`src/rtl/plot_scheduler.sv`:
```
// Arbitrates four players' plot requests round-robin onto one VGA write port,
// and can repaint the whole screen pixel by pixel on request.
module plot_scheduler #(
    parameter int         X_MAX        = 159,
    parameter int         Y_MAX        = 119,
    parameter logic [2:0] CLEAR_COLOUR = 3'b000
) (
    input  logic        CLOCK_50,
    input  logic        reset,
    input  logic [3:0]  req,
    input  logic [14:0] p1,
    input  logic [14:0] p2,
    input  logic [14:0] p3,
    input  logic [14:0] p4,
    input  logic        clear_start,
    output logic [3:0]  grant,
    output logic        busy_clear,
    output logic        clear_done,
    output logic [7:0]  x,
    output logic [6:0]  y,
    output logic [2:0]  colour,
    output logic        plot
);
    localparam int XW = (X_MAX > 0) ? $clog2(X_MAX + 1) : 1;
    localparam int YW = (Y_MAX > 0) ? $clog2(Y_MAX + 1) : 1;
    localparam logic [XW-1:0] X_LAST = XW'(X_MAX);
    localparam logic [YW-1:0] Y_LAST = YW'(Y_MAX);

    localparam logic [1:0] IDLE  = 2'd0;
    localparam logic [1:0] SERVE = 2'd1;
    localparam logic [1:0] CLEAR = 2'd2;
    localparam logic [1:0] DONE  = 2'd3;

    logic [1:0]    state_q, state_d;
    logic [1:0]    last_q, last_d;
    logic [3:0]    grant_q, grant_d;
    logic          plot_q, plot_d;
    logic          busy_q, busy_d;
    logic          done_q, done_d;
    logic [7:0]    x_q, x_d;
    logic [6:0]    y_q, y_d;
    logic [2:0]    colour_q, colour_d;
    logic [XW-1:0] cx_q, cx_d;
    logic [YW-1:0] cy_q, cy_d;

    logic [3:0]  elig;
    logic [1:0]  cand;
    logic [1:0]  pick;
    logic        found;
    logic [14:0] sel_pos;
    logic [2:0]  sel_colour;
    logic        pix_ok;

    // A player granted this cycle is masked so it cannot be served twice in a row.
    always_comb begin
        elig  = req & ~grant_q;
        found = 1'b0;
        pick  = last_q;
        cand  = last_q;
        for (int k = 1; k <= 4; k++) begin
            cand = last_q + 2'(k);
            if (!found && elig[cand]) begin
                found = 1'b1;
                pick  = cand;
            end
        end
        case (pick)
            2'd0:    begin sel_pos = p1; sel_colour = 3'b001; end
            2'd1:    begin sel_pos = p2; sel_colour = 3'b010; end
            2'd2:    begin sel_pos = p3; sel_colour = 3'b100; end
            default: begin sel_pos = p4; sel_colour = 3'b110; end
        endcase
        pix_ok = (int'(sel_pos[14:7]) <= X_MAX) && (int'(sel_pos[6:0]) <= Y_MAX);
    end

    always_comb begin
        state_d  = state_q;
        last_d   = last_q;
        grant_d  = 4'b0000;
        plot_d   = 1'b0;
        busy_d   = 1'b0;
        done_d   = 1'b0;
        x_d      = x_q;
        y_d      = y_q;
        colour_d = colour_q;
        cx_d     = cx_q;
        cy_d     = cy_q;
        case (state_q)
            CLEAR: begin
                if (cx_q == X_LAST && cy_q == Y_LAST) begin
                    state_d = DONE;
                    done_d  = 1'b1;
                    cx_d    = '0;
                    cy_d    = '0;
                end else begin
                    if (cx_q == X_LAST) begin
                        cx_d = '0;
                        cy_d = cy_q + YW'(1);
                    end else begin
                        cx_d = cx_q + XW'(1);
                    end
                    plot_d   = 1'b1;
                    busy_d   = 1'b1;
                    x_d      = 8'(cx_d);
                    y_d      = 7'(cy_d);
                    colour_d = CLEAR_COLOUR;
                end
            end
            default: begin
                state_d = IDLE;
                if (clear_start) begin
                    state_d  = CLEAR;
                    cx_d     = '0;
                    cy_d     = '0;
                    plot_d   = 1'b1;
                    busy_d   = 1'b1;
                    x_d      = 8'd0;
                    y_d      = 7'd0;
                    colour_d = CLEAR_COLOUR;
                end else if (found) begin
                    // Off-screen positions still consume the grant and move the pointer.
                    state_d = SERVE;
                    last_d  = pick;
                    grant_d = 4'b0001 << pick;
                    if (pix_ok) begin
                        plot_d   = 1'b1;
                        x_d      = sel_pos[14:7];
                        y_d      = sel_pos[6:0];
                        colour_d = sel_colour;
                    end
                end
            end
        endcase
    end

    always_ff @(posedge CLOCK_50 or posedge reset) begin
        if (reset) begin
            state_q  <= IDLE;
            last_q   <= 2'd3;
            grant_q  <= 4'b0000;
            plot_q   <= 1'b0;
            busy_q   <= 1'b0;
            done_q   <= 1'b0;
            x_q      <= 8'd0;
            y_q      <= 7'd0;
            colour_q <= 3'b000;
            cx_q     <= '0;
            cy_q     <= '0;
        end else begin
            state_q  <= state_d;
            last_q   <= last_d;
            grant_q  <= grant_d;
            plot_q   <= plot_d;
            busy_q   <= busy_d;
            done_q   <= done_d;
            x_q      <= x_d;
            y_q      <= y_d;
            colour_q <= colour_d;
            cx_q     <= cx_d;
            cy_q     <= cy_d;
        end
    end

    assign grant      = grant_q;
    assign plot       = plot_q;
    assign busy_clear = busy_q;
    assign clear_done = done_q;
    assign x          = x_q;
    assign y          = y_q;
    assign colour     = colour_q;
endmodule

```
`config.mk`:
```
export PLATFORM = sky130hd
export DESIGN_NAME = plot_scheduler
export DESIGN_NICKNAME = d
export VERILOG_FILES = /design/src/rtl/plot_scheduler.sv
export SDC_FILE = /design/constraint.sdc
export NUM_CORES = 1
export LEC_CHECK = 0
export CAP_MARGIN = 40
export CORE_MARGIN = 4
export CORE_UTILIZATION = 40
export CTS_BUF_LIST = sky130_fd_sc_hd__clkbuf_16
export DETAILED_ROUTE_END_ITERATION = 16
export PLACE_DENSITY = 0.78
export RECOVER_POWER = 50
export SLEW_MARGIN = 10
export SYNTH_ARGS = -nofsm -noshare
export SYNTH_HDL_FRONTEND = slang
export SYNTH_SLANG_ARGS = --single-unit
```
`constraint.sdc`:
```
create_clock -name CLOCK_50 -period 4 [get_ports CLOCK_50]
set_clock_uncertainty 0.15 [all_clocks]
set_input_delay 1.2 -clock CLOCK_50 [delete_from_list [all_inputs] [get_ports CLOCK_50]]
set_output_delay 1.2 -clock CLOCK_50 [all_outputs]
set_load 0.01 [all_outputs]
```
==> impl_metrics.py <==
metrics = {
    "pwr": {
        "power_density_mw_per_mm2": 516.9,
        "p_leak_nw": 1.750,
        "p_comb_frac": 0.512,
        "power.switching_mw": 0.8277,
        "internal_power_mw": 1.292,
        "swShare": 0.3904,
        "power_mw": 2.120,
        "clockPowerShare": 0.191,
        "peakVddDrop_mv": 0.2791,
        "power_frac_seq": 0.298,
    },
    "global_route": {
        "grt_max_degree": 24,
        "grt_pass1_vias": 2813,
        "antenna_found_initial": 0,
        "grt_usage": 0.2099,
        "grt_overflow_total": 0,
        "grt_pass1_wl_mm": 14.24,
    },
    "clocking": {
        "cts_hold_buffers": 0,
        "root_buffer": "clkbuf_16",
        "cts_htree_levels": 2,
        "cts_buffer_depth": 2,
        "clock_sinks": 44,
        "tritoncts": "done",
        "cts_made_buffers": 5,
        "clk_latency_ns": 0.29,
        "path_clk_slew_ns": 0.07,
    },
    "logic_synthesis": {
        "synth-async-reset-ratio": 1.000,
        "ys_ff_latch": 44,
        "ys_warn_count": 0,
        "syn_nets": 388,
        "synth_area_leaders": "dfrtp_1, nand2_1, o21ai_0",
        "synth_top_area_cell": "dfrtp_1",
        "synth.avg_cell_area_um2": 8.825,
        "synth_cell_types": 50,
        "synth_cells": 319,
        "synth_top_area_frac": 0.3733,
        "synth_flop_cell": "dfrtp_1",
        "synth_edf_count": 0,
        "syn_area_mm2": 0.002815,
        "ys_seq_area_frac": 0.3920,
    },
    "timing": {
        "worst_slack_ns": 0.1668,
        "min_period_ns": 3.833,
        "finalHoldViolations": 0,
        "hold_slack_ns": 0.3622,
        "finalSetupViolCount": 0,
        "slew_headroom": 0.1245,
        "rsz0062_at_grt": "false",
        "slew_viol_final": 0,
        "fin_crit_sh": 0.9583,
        "timing.fmax_ghz": 0.2609,
        "tightestPinTransition_ns": 1.313,
    },
    "floorplan": {
        "die_w_um": 91.89,
        "die_area_mm2": 0.008444,
        "ios": 92,
        "start_util": 0.4121,
        "num_rows": 30,
        "core_area_mm2": 0.006832,
        "chipHeight_um": 91.89,
    },
    "finish": {
        "diodes": 0,
        "fin_area_mm2": 0.004101,
        "nets": 495,
        "drive_above_1_share": 0.1405,
        "fin_cells": 523,
        "most-common-layout-cells": "clkdlybuf4s50_1, nand2_1, dfrtp_1",
        "mostFrequentLayoutCell": "clkdlybuf4s50_1",
        "syn2layout_area_growth_pct": 45.69,
    },
    "placed_design": {
        "hpwl_mm": 6.916,
        "gp_congestion": 0.8877,
        "pre_cts_ws_ns": -0.1066,
        "post_dp_cell_area_mm2": 0.003978,
        "io_buffer_count": 91,
        "dp.cells": 514,
    },
    "detailed_routing": {
        "drt-initial-drc-count": 199,
        "wl_per_cell_um": 16.87,
        "viasPerCell": 5.380,
        "final_antenna_net_count": 0,
        "drc": 0,
        "dr.pass1.iters": 5,
        "wl_mm": 8.821,
        "vias": 2814,
    },
    "status": {
        "outcome": "finished clean",
    },
    "worst_setup_path": {
        "cp-start-kind": "input port",
        "critPathArrivalTime_ns": 3.85,
        "critPathCaptureType": "flip-flop",
        "crit_type": "input port to flip-flop",
        "path_max_fanout": 8,
        "critical_path_required_ns": 4.02,
    },
    "job": {
        "drv_cap": 0,
    },
    "min_path": {
        "hp-class": "flip-flop to flip-flop",
    },
}
timing repair:
| item | 4_1_cts | 5_1_grt |
|---|---|---|
| gates resized for setup | 0 | 1 |
| buffers inserted | 0 | 1 |
| endpoints found under the setup margin | 0 | 5 |
worst paths after layout:
path | startpoint | cells after the start | slack (ns) | to
max | req[3] | 10 | 0.17 | y[3]
min | x[0] | 1 | 0.36 | x[0]
max reg2reg | cx_q[0] | 9 | 0.97 | y[1]
min reg2reg | x[0] | 1 | 0.36 | x[0]
max in group asynchronous | reset | 4 | 0.91 | y[5]
min in group asynchronous | reset | 2 | 1.10 | cx_q[3]
per-stage QoR:
step	setup TNS, ns	utilization
final	0	0.6004
after global routing	0	0.6004
after CTS	0	0.6033
after detailed placement	-1.169	0.5822
after global placement	-0.09441	0.5782
after floorplan	0	-
Yosys cell counts, types with 2 or more instances:
master     instances
nor2_1            22
nand3_1            5
xnor2_1            7
mux2i_1            4
ha_1               2
mux2_4             6
a31oi_1            9
o22ai_1            3
buf_6              2
inv_1              9
xor2_1             5
nand4_1            4
a311oi_1           2
nand2_1           63
a2111oi_0          2
and3_1             6
a21oi_1            7
o211ai_1          10
mux2_2            11
a21o_1             5
o21ai_0           27
o31ai_1            4
nor3_1             6
nand2b_1           9
a211oi_1           3
dfstp_2            2
buf_2              4
nor2b_1            3
o221ai_1           2
and4_1             2
a32o_1             2
clkbuf_1          12
dfrtp_1           42
layout make-up:
cell class | instances | area [um^2]
Timing Repair Buffer | 119 | 1114
Fill cell | 619 | 2730
Clock inverter | 3 | 18.77
Sequential cell | 44 | 1104
Multi-Input combinational cell | 247 | 1587
Clock buffer | 5 | 125.1
Inverter | 9 | 33.78
Tap cell | 96 | 120.1
critical path, stage by stage:
cell and delay [ns]:
clkdlybuf4s50_1 0.43, nand2b_1 0.25, o2bb2ai_2 0.15, a21oi_4 0.29
mux2_2 0.38, o211ai_1 0.21, o41a_1 0.21, o211a_1 0.20
buf_4 0.19, mux2_2 0.35
power groups by stage:
stage | Sequential [mW] | Combinational [mW] | Clock, mW
after floorplan | 0.626 | 0.627 | 0
after global placement | 0.634 | 1.05 | 0
after detailed placement | 0.637 | 1.07 | 0
after CTS | 0.630 | 1.08 | 0.410
after global routing | 0.643 | 1.19 | 0.430
final | 0.632 | 1.08 | 0.404
kinds of logic (layout without fill, tap and decap cells):
logic type      Yosys count  after routing  synth area share
mux                      21             21           0.09022
xor+xnor                 12             12           0.03733
simple gates            124            124            0.2000
flops                    44             44            0.3920
fa+ha+maj                 2              2          0.008887
compound gates           88             88            0.2271
buf+inv                  28            136           0.04444
sequential cells by signal, summed over array words and instances, names as in the netlist:
register	flops
busy_clear	1
clear_done	1
colour	3
cx_q	8
cy_q	7
grant	4
last_q	2
plot	1
state_q	2
x	8
y	7
layer usage:
metal  global-route usage  up-vias  wire (um)  part of all wire
met5                    0        -          0                 0
met4              0.05693        0        135             0.015
met3              0.05496       13        754             0.085
met2               0.3352      131       4073              0.46
met1               0.2819     1311       3857              0.44
li1                     -     1359          -                 -
(Power assumes the default switching activity.)
